File: src/rtl/alu_input_sequencer.sv
// -----------------------------------------------------------------------------
// alu_input_sequencer
//
// Purpose:
//   Control side of the registered-ALU block. A single "enter" button walks
//   the user through four stages: capture operand A, capture operand B,
//   capture the opcode, then latch the ALU result. An "undo" button steps back
//   one stage. Switch data is copied onto the shared data_in bus on each
//   capture edge, and the matching one-cycle strobe tells the ALU register
//   wrapper which register to load.
//
// Ports:
//   clk           system clock
//   reset         synchronous, active-high reset
//   data_sw[N]    switch value (quasi-static)
//   enter         raw button, asynchronous to clk
//   undo          raw button, asynchronous to clk
//   data_in[N]    registered data bus to the ALU registers
//   load_A        one-cycle strobe: capture operand A
//   load_B        one-cycle strobe: capture operand B
//   load_Op       one-cycle strobe: capture opcode (ALU uses data_in[1:0])
//   updateRes     one-cycle strobe: capture ALU result and flags
//   step[2]       0 = awaiting A, 1 = awaiting B, 2 = awaiting Op, 3 = result
//   result_valid  high while the result is being shown
//
// Optional feature:
//   SEQ_DEBOUNCE_EN - when defined, each synchronized button goes through a
//   debounce counter (DEBOUNCE_CYCLES stable cycles) before edge detection.
//   When undefined, edge detection works directly on the synchronizer output.
// -----------------------------------------------------------------------------
module alu_input_sequencer #(
    parameter int N               = 16,
    parameter int DEBOUNCE_CYCLES = 500000
) (
    input  logic         clk,
    input  logic         reset,
    input  logic [N-1:0] data_sw,
    input  logic         enter,
    input  logic         undo,
    output logic [N-1:0] data_in,
    output logic         load_A,
    output logic         load_B,
    output logic         load_Op,
    output logic         updateRes,
    output logic [1:0]   step,
    output logic         result_valid
);

`ifdef SEQ_DEBOUNCE_EN
    localparam bit DEBOUNCE_EN = 1'b1;
`else
    localparam bit DEBOUNCE_EN = 1'b0;
`endif

    typedef enum logic [2:0] {
        S_WAIT_A,
        S_LOAD_A,
        S_WAIT_B,
        S_LOAD_B,
        S_WAIT_OP,
        S_LOAD_OP,
        S_CALC,
        S_SHOW
    } state_t;

    // ------------------------------------------------------------------
    // Button conditioning: bit 0 = enter, bit 1 = undo
    // ------------------------------------------------------------------
    localparam int NUM_BTN = 2;

    logic [NUM_BTN-1:0] btn_raw;
    logic [NUM_BTN-1:0] btn_pe;
    logic               enter_pe;
    logic               undo_pe;

    assign btn_raw  = {undo, enter};
    assign enter_pe = btn_pe[0];
    assign undo_pe  = btn_pe[1];

    genvar gi;
    generate
        for (gi = 0; gi < NUM_BTN; gi++) begin : g_btn
            logic sync1_q;
            logic sync2_q;
            logic level;        // level seen by the edge detector
            logic level_prev_q; // previous level (third flop in the raw build)

            always_ff @(posedge clk) begin
                if (reset) begin
                    sync1_q      <= 1'b0;
                    sync2_q      <= 1'b0;
                    level_prev_q <= 1'b0;
                end else begin
                    sync1_q      <= btn_raw[gi];
                    sync2_q      <= sync1_q;
                    level_prev_q <= level;
                end
            end

            // A zero-cycle debounce degenerates to the raw path.
            if (DEBOUNCE_EN && (DEBOUNCE_CYCLES > 0)) begin : g_db
                localparam int CNT_W = $clog2(DEBOUNCE_CYCLES + 1);
                logic [CNT_W-1:0] cnt_q;
                logic             db_q;

                // cnt_q counts consecutive cycles in which the synchronized
                // input disagrees with the debounced level; once it has seen
                // DEBOUNCE_CYCLES of them the level flips on the next edge.
                always_ff @(posedge clk) begin
                    if (reset) begin
                        cnt_q <= '0;
                        db_q  <= 1'b0;
                    end else if (sync2_q == db_q) begin
                        cnt_q <= '0;
                    end else if (cnt_q == CNT_W'(DEBOUNCE_CYCLES)) begin
                        cnt_q <= '0;
                        db_q  <= sync2_q;
                    end else begin
                        cnt_q <= cnt_q + 1'b1;
                    end
                end

                assign level = db_q;
            end else begin : g_raw
                assign level = sync2_q;
            end

            assign btn_pe[gi] = level & ~level_prev_q;
        end
    endgenerate

    // ------------------------------------------------------------------
    // Sequencer FSM
    // ------------------------------------------------------------------
    state_t         state_q, state_d;
    logic [N-1:0]   data_in_q, data_in_d;

    always_ff @(posedge clk) begin
        if (reset) begin
            state_q   <= S_WAIT_A;
            data_in_q <= '0;
        end else begin
            state_q   <= state_d;
            data_in_q <= data_in_d;
        end
    end

    // enter is tested before undo everywhere, so a simultaneous undo is lost.
    always_comb begin
        state_d   = state_q;
        data_in_d = data_in_q;
        case (state_q)
            S_WAIT_A: begin
                if (enter_pe) begin
                    state_d   = S_LOAD_A;
                    data_in_d = data_sw;
                end
            end
            S_LOAD_A: state_d = S_WAIT_B;
            S_WAIT_B: begin
                if (enter_pe) begin
                    state_d   = S_LOAD_B;
                    data_in_d = data_sw;
                end else if (undo_pe) begin
                    state_d = S_WAIT_A;
                end
            end
            S_LOAD_B: state_d = S_WAIT_OP;
            S_WAIT_OP: begin
                if (enter_pe) begin
                    state_d   = S_LOAD_OP;
                    data_in_d = data_sw;
                end else if (undo_pe) begin
                    state_d = S_WAIT_B;
                end
            end
            S_LOAD_OP: state_d = S_CALC;
            // One cycle after the opcode load, so the ALU output has settled.
            S_CALC:    state_d = S_SHOW;
            S_SHOW: begin
                if (enter_pe) begin
                    state_d = S_WAIT_A;
                end else if (undo_pe) begin
                    // A and B stay in the ALU registers; only Op is re-entered.
                    state_d = S_WAIT_OP;
                end
            end
            default: state_d = S_WAIT_A;
        endcase
    end

    // Moore outputs decoded from the state register.
    assign data_in      = data_in_q;
    assign load_A       = (state_q == S_LOAD_A);
    assign load_B       = (state_q == S_LOAD_B);
    assign load_Op      = (state_q == S_LOAD_OP);
    assign updateRes    = (state_q == S_CALC);
    assign result_valid = (state_q == S_SHOW);

    always_comb begin
        step = 2'd3;
        case (state_q)
            S_WAIT_A,  S_LOAD_A:  step = 2'd0;
            S_WAIT_B,  S_LOAD_B:  step = 2'd1;
            S_WAIT_OP, S_LOAD_OP: step = 2'd2;
            default:              step = 2'd3;
        endcase
    end

endmodule

File: config.mk
export PLATFORM = sky130hd
export DESIGN_NAME = alu_input_sequencer
export DESIGN_NICKNAME = d
export VERILOG_FILES = /design/src/rtl/alu_input_sequencer.sv
export SDC_FILE = /design/constraint.sdc
export NUM_CORES = 1
export LEC_CHECK = 0
export CORE_MARGIN = 2
export CORE_UTILIZATION = 30
export DETAILED_ROUTE_END_ITERATION = 10
export PLACE_DENSITY_LB_ADDON = 0.2
export SLEW_MARGIN = 0
export SYNTH_ARGS = -nofsm -noshare
export SYNTH_HDL_FRONTEND = slang
export SYNTH_SLANG_ARGS = --single-unit
File: constraint.sdc
create_clock -name clk -period 1.6 [get_ports clk]
set_input_delay 0.32 -clock clk [delete_from_list [all_inputs] [get_ports clk]]
set_output_delay 0.32 -clock clk [all_outputs]
set_load 0.02 [all_outputs]
==> qor.csv, run 1 <==
stage,metric,value,unit
clock_network,htree_levels,1,
timing,skew,0.00142,ns
global_routing,grtUsageTotal,10.7,%
critical_path,crit_required,1.28,ns
final_layout,multi_input_area,591,sq um
final_layout,syn2layout_area_growth,41.2,%
power,peakVddDrop,0.275,mV
route,wirelength,2.24,mm
synth,ys_top_cells_by_area,"dfxtp_1 43%, or2b_2 14%, mux2i_1 14%",
clock_network,path_clk_slew,0.08,ns
timing,min_period_over_period,96.2,%
synth,synth_top_area_share,42.6,%
critical_path,cpLargestDelayFamily,buffers and inverters,
final_layout,final_nets,172,
global_routing,grtUsageMet2,19.4,%
global_routing,grt_pass1_vias,829,
die,fp.coreArea,3720,sq um
final_layout,final_common_cell,clkdlybuf4s50_1,
route,vias,856,
run_status,status,completed,
final_layout,layout.area.seq,503,sq um
clock_network,cts_num_sinks,25,
final_layout,antenna_cells,0,
critical_path,path_buf_inv,1,
final_layout,fill_cells,389,
global_routing,grt_start_max_net_pins,42,
synth,synth-compound-area-share,4.80,%
place,dp_hpwl,1.57,mm
synth,synth_top_family_by_area,simple AND/OR/NAND/NOR gates,
global_routing,met3_usage,2.20,%
synth,yosys.area_share.simple,31.9,%
route,routed_via_density,4.30,
power,leakagePower,0.636,nW
route,drc,0,
timing,hold_ws,0.441,ns
timing,max_slew_margin,79.3,%
place,io_buffers,42,
synth,synthMuxAreaShare,13.6,%
critical_path,crit_fanout,2,
clock_network,cts.path.max_buffers,2,
job,cap_viol_max_count,0,
synth,synth_fa_ha_area_share,0,%
synth,ys_ff_latch,25,
critical_path,crit_arrival,1.22,ns
critical_path,end_kind,primary output,
timing,rsz0062_at_grt,false,
route,wire_per_inst,11.3,microns
route,drtAntennaViolNets,0,
synth,synth_warnings,0,
die,die_area,4430,sq um
synth,ys_types,29,
worst_hold_path,hold_class,flop to flop,
timing,hold_viol_final,0,
timing,fin_crit,1.54,ns
critical_path,path_class,flop to primary output,
timing,max_freq,650,MHz
global_routing,grt-ovfl-total,0,
clock_network,clockRootBuffer,clkbuf_8,
critical_path,critPathLaunchType,flop,
global_routing,busiest_layer,met2,
die,fp.dieH,66.5,microns
route,drt_pre_antenna_iters,4,
critical_path,cp_slowest_cell,clkdlybuf4s50_1,
synth,synthesis.nets,130,
critical_path,cp_slowest_stage_delay,0.61,ns
clock_network,cts_tree,yes,
synth,syn-instance-count,110,
critical_path,cp_cell_sequence,clkdlybuf4s50_1,
clock_network,clk_latency,0.26,ns
final_layout,final_cell_mix,"35 x clkdlybuf4s50_1, 23 x dfxtp_1, 19 x or2b_2, 16 x mux2i_1, 15 x nand2b_1",
timing,fin_setup_tns,0,ns
timing,tightest_slew,0.311,ns
route,drt_iter0_markers,21,
power,power_density,724,nW/um^2
die,rows,22,
die,fp.dieW,66.5,microns
final_layout,drive_above_1_share,23.2,%
clock_network,cts_buffers,3,
timing,setup_viol,0,
global_routing,antenna_found_initial,0,
die,start_util,31.6,%
timing,slew_violations,0,
synth,syn_area_per_cell,10.7,sq um
synth,syn_area,1170,sq um
clock_network,post_cts_buffers,0,
global_routing,groute.layer.met1.usage,12.1,%
synth,synth-seq-area-share,42.6,%
place,gp_congestion,0.716,
global_routing,grt_pass1_wl,3.64,mm
die,io-pin-count,43,
synth,synthXorXnorAreaFrac,0,%
synth,yosysTopAreaCell,dfxtp_1,
cell usage after synthesis:
library cell	instances
a211oi_1	1
a21oi_1	1
a221oi_1	1
a311oi_1	1
a31oi_1	1
and3_2	1
and3_4	1
buf_12	1
buf_4	1
buf_6	2
clkbuf_1	4
clkbuf_2	1
dfxtp_1	25
dlygate4sd1_1	1
inv_1	1
mux2i_1	16
nand2_1	1
nand2_4	1
nand2b_1	15
nor2_1	2
nor2b_1	6
nor2b_4	1
nor3_1	1
nor3b_1	1
o21ai_0	1
o21bai_1	1
o31ai_1	1
or2b_2	19
or3b_1	1
stage by stage:
stage | utilization [%] | instance area (sq um) | power, mW | instances | worst slack, ns
after floorplan | - | 1170 | 0.764 | 110 | 0.307
after global placement | 43.7 | 1630 | 0.847 | 195 | 0.0179
after detailed placement | 43.7 | 1630 | 0.851 | 195 | -0.0658
after CTS | 44.9 | 1670 | 1.22 | 199 | 0.000173
after global routing | 44.6 | 1660 | 1.26 | 199 | 0.00533
final | 44.6 | 1660 | 1.20 | 199 | 0.0605
state kept, by name, indices dropped and copies added (netlist names):
name                flops
data_in                16
state_q                 3
g_btn.level             2
g_btn.level_prev_q      2
g_btn.sync1_q           2
report_power, final:
group,switching (mW),internal [mW],total [mW]
clock,0.190,0.178,0.368
sequential,0.0105,0.643,0.654
combinational,0.0678,0.111,0.179
total,0.268,0.932,1.20
layout make-up:
class | instances | share of cell area, %
Tap cell | 48 | 3.63
Multi-Input combinational cell | 74 | 35.6
Timing Repair Buffer | 47 | 27.4
Clock buffer | 4 | 2.72
Inverter | 1 | 0.227
Sequential cell | 25 | 30.4
routing by layer:
metal	wire length, microns	part of all wire, %
met3	102	4.6
met4	0	0
met5	0	0
met2	1130	50
met1	1010	45
kinds of logic (layout without fill, tap and decap cells):
| kind of cell | after synthesis | count (layout) |
|---|---|---|
| and+or+nand+nor | 50 | 50 |
| AOI/OAI and AO/OA | 8 | 8 |
| muxes | 16 | 16 |
| DFF | 25 | 25 |
| buffers and inverters | 11 | 52 |
what timing repair did:
action | CTS | global route
endpoints found under the setup margin | 7 | 2
pin swaps | 0 | 0
gates resized for setup | 13 | 3
hold buffers | 0 | 0
path summary, 6_finish.rpt:
path	slack, ns	end	cells past startpoint	startpoint
min	0.44	g_btn[1].level	1	g_btn[1].sync1_q
min reg2reg	0.44	g_btn[1].level	1	g_btn[1].sync1_q
max	0.06	data_in[10]	1	data_in[10]
max reg2reg	0.34	state_q[1]	3	state_q[2]
No activity file was read; power rests on OpenSTA's default activity.
==> run 2, diff against run 1 <==
Settings changed: GPL_TIMING_DRIVEN from default to 0, SETUP_SLACK_MARGIN from default to 0.2.
==> run 2 against run 1 <==
Effect of this change:
- worst setup slack improved by 0.14 ns
- combinational power about the same
- clock skew is 0.0044 ns higher
- sequential share of layout area is 0.72 points lower
- clock-buffer cell count stayed put
- sequential power hardly changed
- global-route usage is 1.3 points higher
- sequential cell count is the same
- critical endpoint is now load_B
==> qor.csv, run 2 (same netlist as run 1, synthesis figures left out) <==
stage,metric,value,unit
route,wire_per_inst,11.8,microns
route,drt_pre_antenna_iters,4,
power,switching_share,22.5,%
die,rows,22,
power,p_total,1.20,mW
route,routed_via_density,4.25,
clock_network,cts_num_sinks,25,
final_layout,final_cell_mix,"23 x dfxtp_1, 19 x or2b_2, 19 x clkdlybuf4s50_1, 16 x mux2i_1, 16 x dlygate4sd2_1",
critical_path,cpLargestDelayFamily,buffers and inverters,
die,start_util,31.6,%
route,wirelength,2.42,mm
global_routing,antenna_found_initial,0,
route,drt_iter0_markers,34,
critical_path,end_kind,primary output,
critical_path,cp_slowest_stage_delay,0.32,ns
clock_network,hold_buffers,0,
clock_network,clockRootBuffer,clkbuf_8,
final_layout,fill_cells,382,
die,die_area,4430,sq um
place,io_buffers,42,
timing,setup_viol,0,
clock_network,path_clk_slew,0.08,ns
global_routing,grtUsageTotal,12.1,%
final_layout,multi_input_area,603,sq um
power,clkPwrFrac,30.5,%
critical_path,cp_cell_sequence,buf_6 -> buf_4 -> nor2_4 -> buf_6,
die,fp.dieW,66.5,microns
run_status,status,completed,
place,placedCellCount,200,
worst_hold_path,hold_class,flop to flop,
timing,slew_violations,0,
route,drc,0,
critical_path,path_buf_inv,3,
global_routing,grt_start_max_net_pins,14,
global_routing,grt_pass1_wl,4.11,mm
critical_path,crit_required,1.28,ns
global_routing,grt-ovfl-total,0,
critical_path,crit_arrival,1.08,ns
timing,hold_viol_final,0,
job,cap_viol_max_count,0,
critical_path,crit_fanout,8,
power,power_frac_comb,14.9,%
place,dpl_cell_area,1650,sq um
power,p_switching,0.269,mW
critical_path,worst_path_most_repeated_cell,buf_6,
place,dp_hpwl,1.72,mm
timing,max_freq,716,MHz
timing,skew,0.00586,ns
timing,rsz0062_at_grt,true,
final_layout,syn2layout_area_growth,44.6,%
clock_network,cts_buffers,3,
timing,tightest_slew,0.342,ns
global_routing,grt_pass1_vias,897,
final_layout,final_common_cell,dfxtp_1,
critical_path,cp_slowest_cell,dfxtp_2,
route,vias,871,
critical_path,rrSetupSlack,0.30,ns
final_layout,final_util,45.7,%
final_layout,final_cells,205,
critical_path,critPathLaunchType,flop,
power,peakVddDrop,0.568,mV
clock_network,clk_latency,0.26,ns
final_layout,fin_area,1700,sq um
final_layout,final_nets,178,
timing,min_period_over_period,87.3,%
clock_network,htree_levels,1,
place,gp_congestion,0.750,
route,drtAntennaViolNets,0,
timing,max_slew_margin,77.2,%
power,leakagePower,0.724,nW
clock_network,cts.path.max_buffers,2,
power,seq_power_share,54.6,%
die,fp.coreArea,3720,sq um
timing,fin_crit,1.40,ns
final_layout,layout.area.seq,503,sq um
final_layout,largest_reg_flops,16,
power,power_density,705,nW/um^2
die,io-pin-count,43,
clock_network,cts_tree,yes,
critical_path,path_class,flop to primary output,
power,power.internal,0.926,mW
final_layout,drive_above_1_share,29.3,%
die,fp.dieH,66.5,microns
final_layout,antenna_cells,0,
timing,hold_ws,0.440,ns
[run 2: cell type report]
| type | count | share of cell area, % |
|---|---|---|
| multi-input combinational | 74 | 35.5 |
| sequential | 25 | 29.6 |
| timing repair buffer | 43 | 23.4 |
| buffer | 10 | 5.01 |
| tap | 48 | 3.54 |
| clock buffer | 4 | 2.65 |
| inverter | 1 | 0.221 |
[run 2: worst register-to-register path, cell delays in order, from the launching register on]
cell     delay, ns
dfxtp_1       0.35
nor2b_4       0.20
and3_4        0.20
buf_6         0.14
buf_12        0.15
mux2i_1       0.19
[run 2: power by group through the flow]
stage	sequential (mW)	clock, mW	combinational (mW)
after CTS	0.653	0.382	0.180
after global routing	0.656	0.405	0.193
after detailed placement	0.667	0	0.189
final	0.652	0.364	0.179
after floorplan	0.683	0	0.0810
after global placement	0.667	0	0.187
[run 2: per-stage QoR]
| stage | worst slack (ns) | setup TNS (ns) |
|---|---|---|
| 2_1_floorplan | 0.307 | 0 |
| 5_1_grt | 0.132 | 0 |
| 3_5_place_dp | -0.0570 | -0.0843 |
| 4_1_cts | 0.140 | 0 |
| 6_report | 0.204 | 0 |
| 3_3_place_gp | 0.00383 | 0 |
[run 2: metal layers]
layer	part of all wire, %	vias to the layer above	GRT usage (%)
met5	0	-	0
met3	6.0	0	4.05
met1	43	393	14.1
li1	-	453	-
met2	51	25	21.0
met4	0	0	3.06
[run 2: final timing paths]
path,from,endpoint,cells after the start
max,state_q[2],load_B,4
min,g_btn[1].sync1_q,g_btn[1].level,1
max reg2reg,g_btn[0].level,data_in[14],5
min reg2reg,g_btn[1].sync1_q,g_btn[1].level,1
[run 2: what timing repair did]
action,in CTS,in global routing
setup endpoints to repair,23,12
resized for setup,54,11
buffers inserted,1,0
==> run 3, diff against run 2 <==
Settings changed: CTS_BUF_LIST from default to sky130_fd_sc_hd__clkbuf_4.
==> run 3 against run 2 <==
Effect of this change:
- clock skew grew 0.0032 ns
- sequential cell count unchanged
- via count rose by 2.4%
- first-iteration DRC count is 35% lower
- maximum frequency decreased by 7.5%
- register-to-register slack got worse by 0.08 ns
- total power decreased by 5.5%
- sequential power barely moved
- worst hold slack improved by 0.011 ns
- critical path type unchanged
- largest cell class unchanged
==> qor.csv, run 3 (same netlist as run 1, synthesis figures left out) <==
stage,metric,value,unit
critical_path,cp_cell_sequence,buf_6 -> buf_6 -> nor3_2 -> buf_4,
timing,rsz0062_at_grt,true,
timing,setup_viol,0,
final_layout,final_cells,209,
critical_path,crit_required,1.28,ns
power,leakagePower,0.727,nW
critical_path,end_kind,primary output,
clock_network,htree_levels,1,
power,clkPwrFrac,25.9,%
global_routing,grt_pass1_wl,4.20,mm
clock_network,cts.path.max_buffers,2,
route,wire_per_inst,12.0,microns
power,peakVddDrop,0.498,mV
global_routing,grt_start_max_net_pins,14,
route,vias,892,
route,wirelength,2.50,mm
die,fp.coreArea,3720,sq um
power,switching_share,23.2,%
final_layout,final_common_cell,dfxtp_1,
timing,hold_ws,0.451,ns
critical_path,crit_arrival,1.19,ns
place,placedCellCount,200,
power,seq_power_share,57.9,%
final_layout,antenna_cells,0,
route,drt_iter0_markers,22,
final_layout,drive_above_1_share,32.9,%
die,die_area,4430,sq um
run_status,status,completed,
clock_network,clk_latency,0.31,ns
clock_network,cts_num_sinks,25,
timing,min_period_over_period,94.4,%
die,start_util,31.6,%
critical_path,cp_slowest_stage_delay,0.35,ns
final_layout,layout.area.seq,504,sq um
timing,fin_crit,1.51,ns
die,io-pin-count,43,
clock_network,path_clk_slew,0.13,ns
global_routing,grt-ovfl-total,0,
critical_path,path_class,flop to primary output,
power,power_frac_comb,16.2,%
critical_path,crit_fanout,5,
place,dpl_cell_area,1650,sq um
job,cap_viol_max_count,0,
timing,max_slew_margin,73.6,%
route,drt_pre_antenna_iters,4,
power,power.internal,0.867,mW
die,rows,22,
worst_hold_path,hold_class,flop to flop,
place,dp_hpwl,1.72,mm
final_layout,fill_cells,373,
route,drtAntennaViolNets,0,
final_layout,multi_input_area,614,sq um
clock_network,hold_buffers,0,
critical_path,worst_path_most_repeated_cell,buf_6,
critical_path,critPathLaunchType,flop,
timing,hold_viol_final,0,
final_layout,largest_reg_flops,16,
final_layout,final_nets,182,
power,power_density,651,nW/um^2
clock_network,cts_buffers,3,
power,p_switching,0.263,mW
timing,slew_violations,0,
die,fp.dieH,66.5,microns
route,drc,0,
final_layout,syn2layout_area_growth,47.9,%
final_layout,final_cell_mix,"22 x dfxtp_1, 19 x or2b_2, 19 x clkdlybuf4s50_1, 16 x mux2i_1, 15 x nand2b_1",
critical_path,cp_slowest_cell,dfxtp_2,
timing,tightest_slew,0.395,ns
global_routing,antenna_found_initial,0,
clock_network,cts_tree,yes,
global_routing,grtUsageTotal,12.3,%
global_routing,grt_pass1_vias,923,
place,gp_congestion,0.750,
die,fp.dieW,66.5,microns
final_layout,fin_area,1740,sq um
route,routed_via_density,4.27,
timing,max_freq,662,MHz
timing,skew,0.00908,ns
place,io_buffers,42,
clock_network,clockRootBuffer,clkbuf_4,
run 3: cell count changes in the layout (fill, tap and decap cells not counted), sizes merged:
cell,delta
dlygate4sd2,-2
dlygate4sd1,-1
clkdlybuf4s15,+2
buf,+5
run 3: area by class of cell:
cell class / count / area share [%]
plain buffers: 10 / 4.54
clock buffers: 4 / 1.73
inverters: 1 / 0.216
multi-input cells: 74 / 35.4
flip-flops and latches: 25 / 29.1
well taps: 48 / 3.46
repair buffers: 47 / 25.6
run 3: path summary, 6_finish.rpt:
path | start | end | slack [ns] | depth (start not counted)
worst max-delay path | state_q[1] | load_A | 0.09 | 4
worst min-delay path | g_btn[1].sync1_q | g_btn[1].level | 0.45 | 1
worst max register to register | state_q[1] | data_in[14] | 0.22 | 7
worst min register to register | g_btn[1].sync1_q | g_btn[1].level | 0.45 | 1
run 3: metrics by stage:
stage | power [mW] | TNS (ns) | setup WS [ns] | util [%]
floorplan | 0.764 | 0 | 0.307 | -
global placement | 0.853 | 0 | 0.00383 | 44.5
detailed placement | 0.856 | -0.0843 | -0.0570 | 44.5
CTS | 1.15 | 0 | 0.0525 | 45.5
global route | 1.19 | 0 | 0.0275 | 46.7
finish | 1.13 | 0 | 0.0898 | 46.7
run 3: power by group through the flow:
stage | combinational [mW] | clock, mW | sequential, mW
detailed placement | 0.189 | 0 | 0.667
CTS | 0.182 | 0.312 | 0.654
finish | 0.183 | 0.293 | 0.654
global route | 0.198 | 0.336 | 0.657
floorplan | 0.0810 | 0 | 0.683
global placement | 0.187 | 0 | 0.667
run 3: repair_timing:
| item | CTS | global route |
|---|---|---|
| pin swaps | 1 | 2 |
| gates cloned | 1 | 0 |
| setup endpoints to repair | 23 | 8 |
| gates resized for setup | 64 | 11 |
| setup buffers | 3 | 1 |
run 3: critical path, delay by kind of cell (launching register included):
kind | cells | cell delay (ns)
flip-flops | 1 | 0.35
buffers and inverters | 3 | 0.39
AND/OR/NAND/NOR | 1 | 0.14
run 3: metal layers:
metal	vias up	global-route usage (%)	part of all wire, %	wire, microns
met5	-	0	0	0
met4	0	3.06	0	0
met3	0	4.05	5.7	142
met2	24	21.8	52	1300
met1	409	14.2	42	1060
li1	459	-	-	-
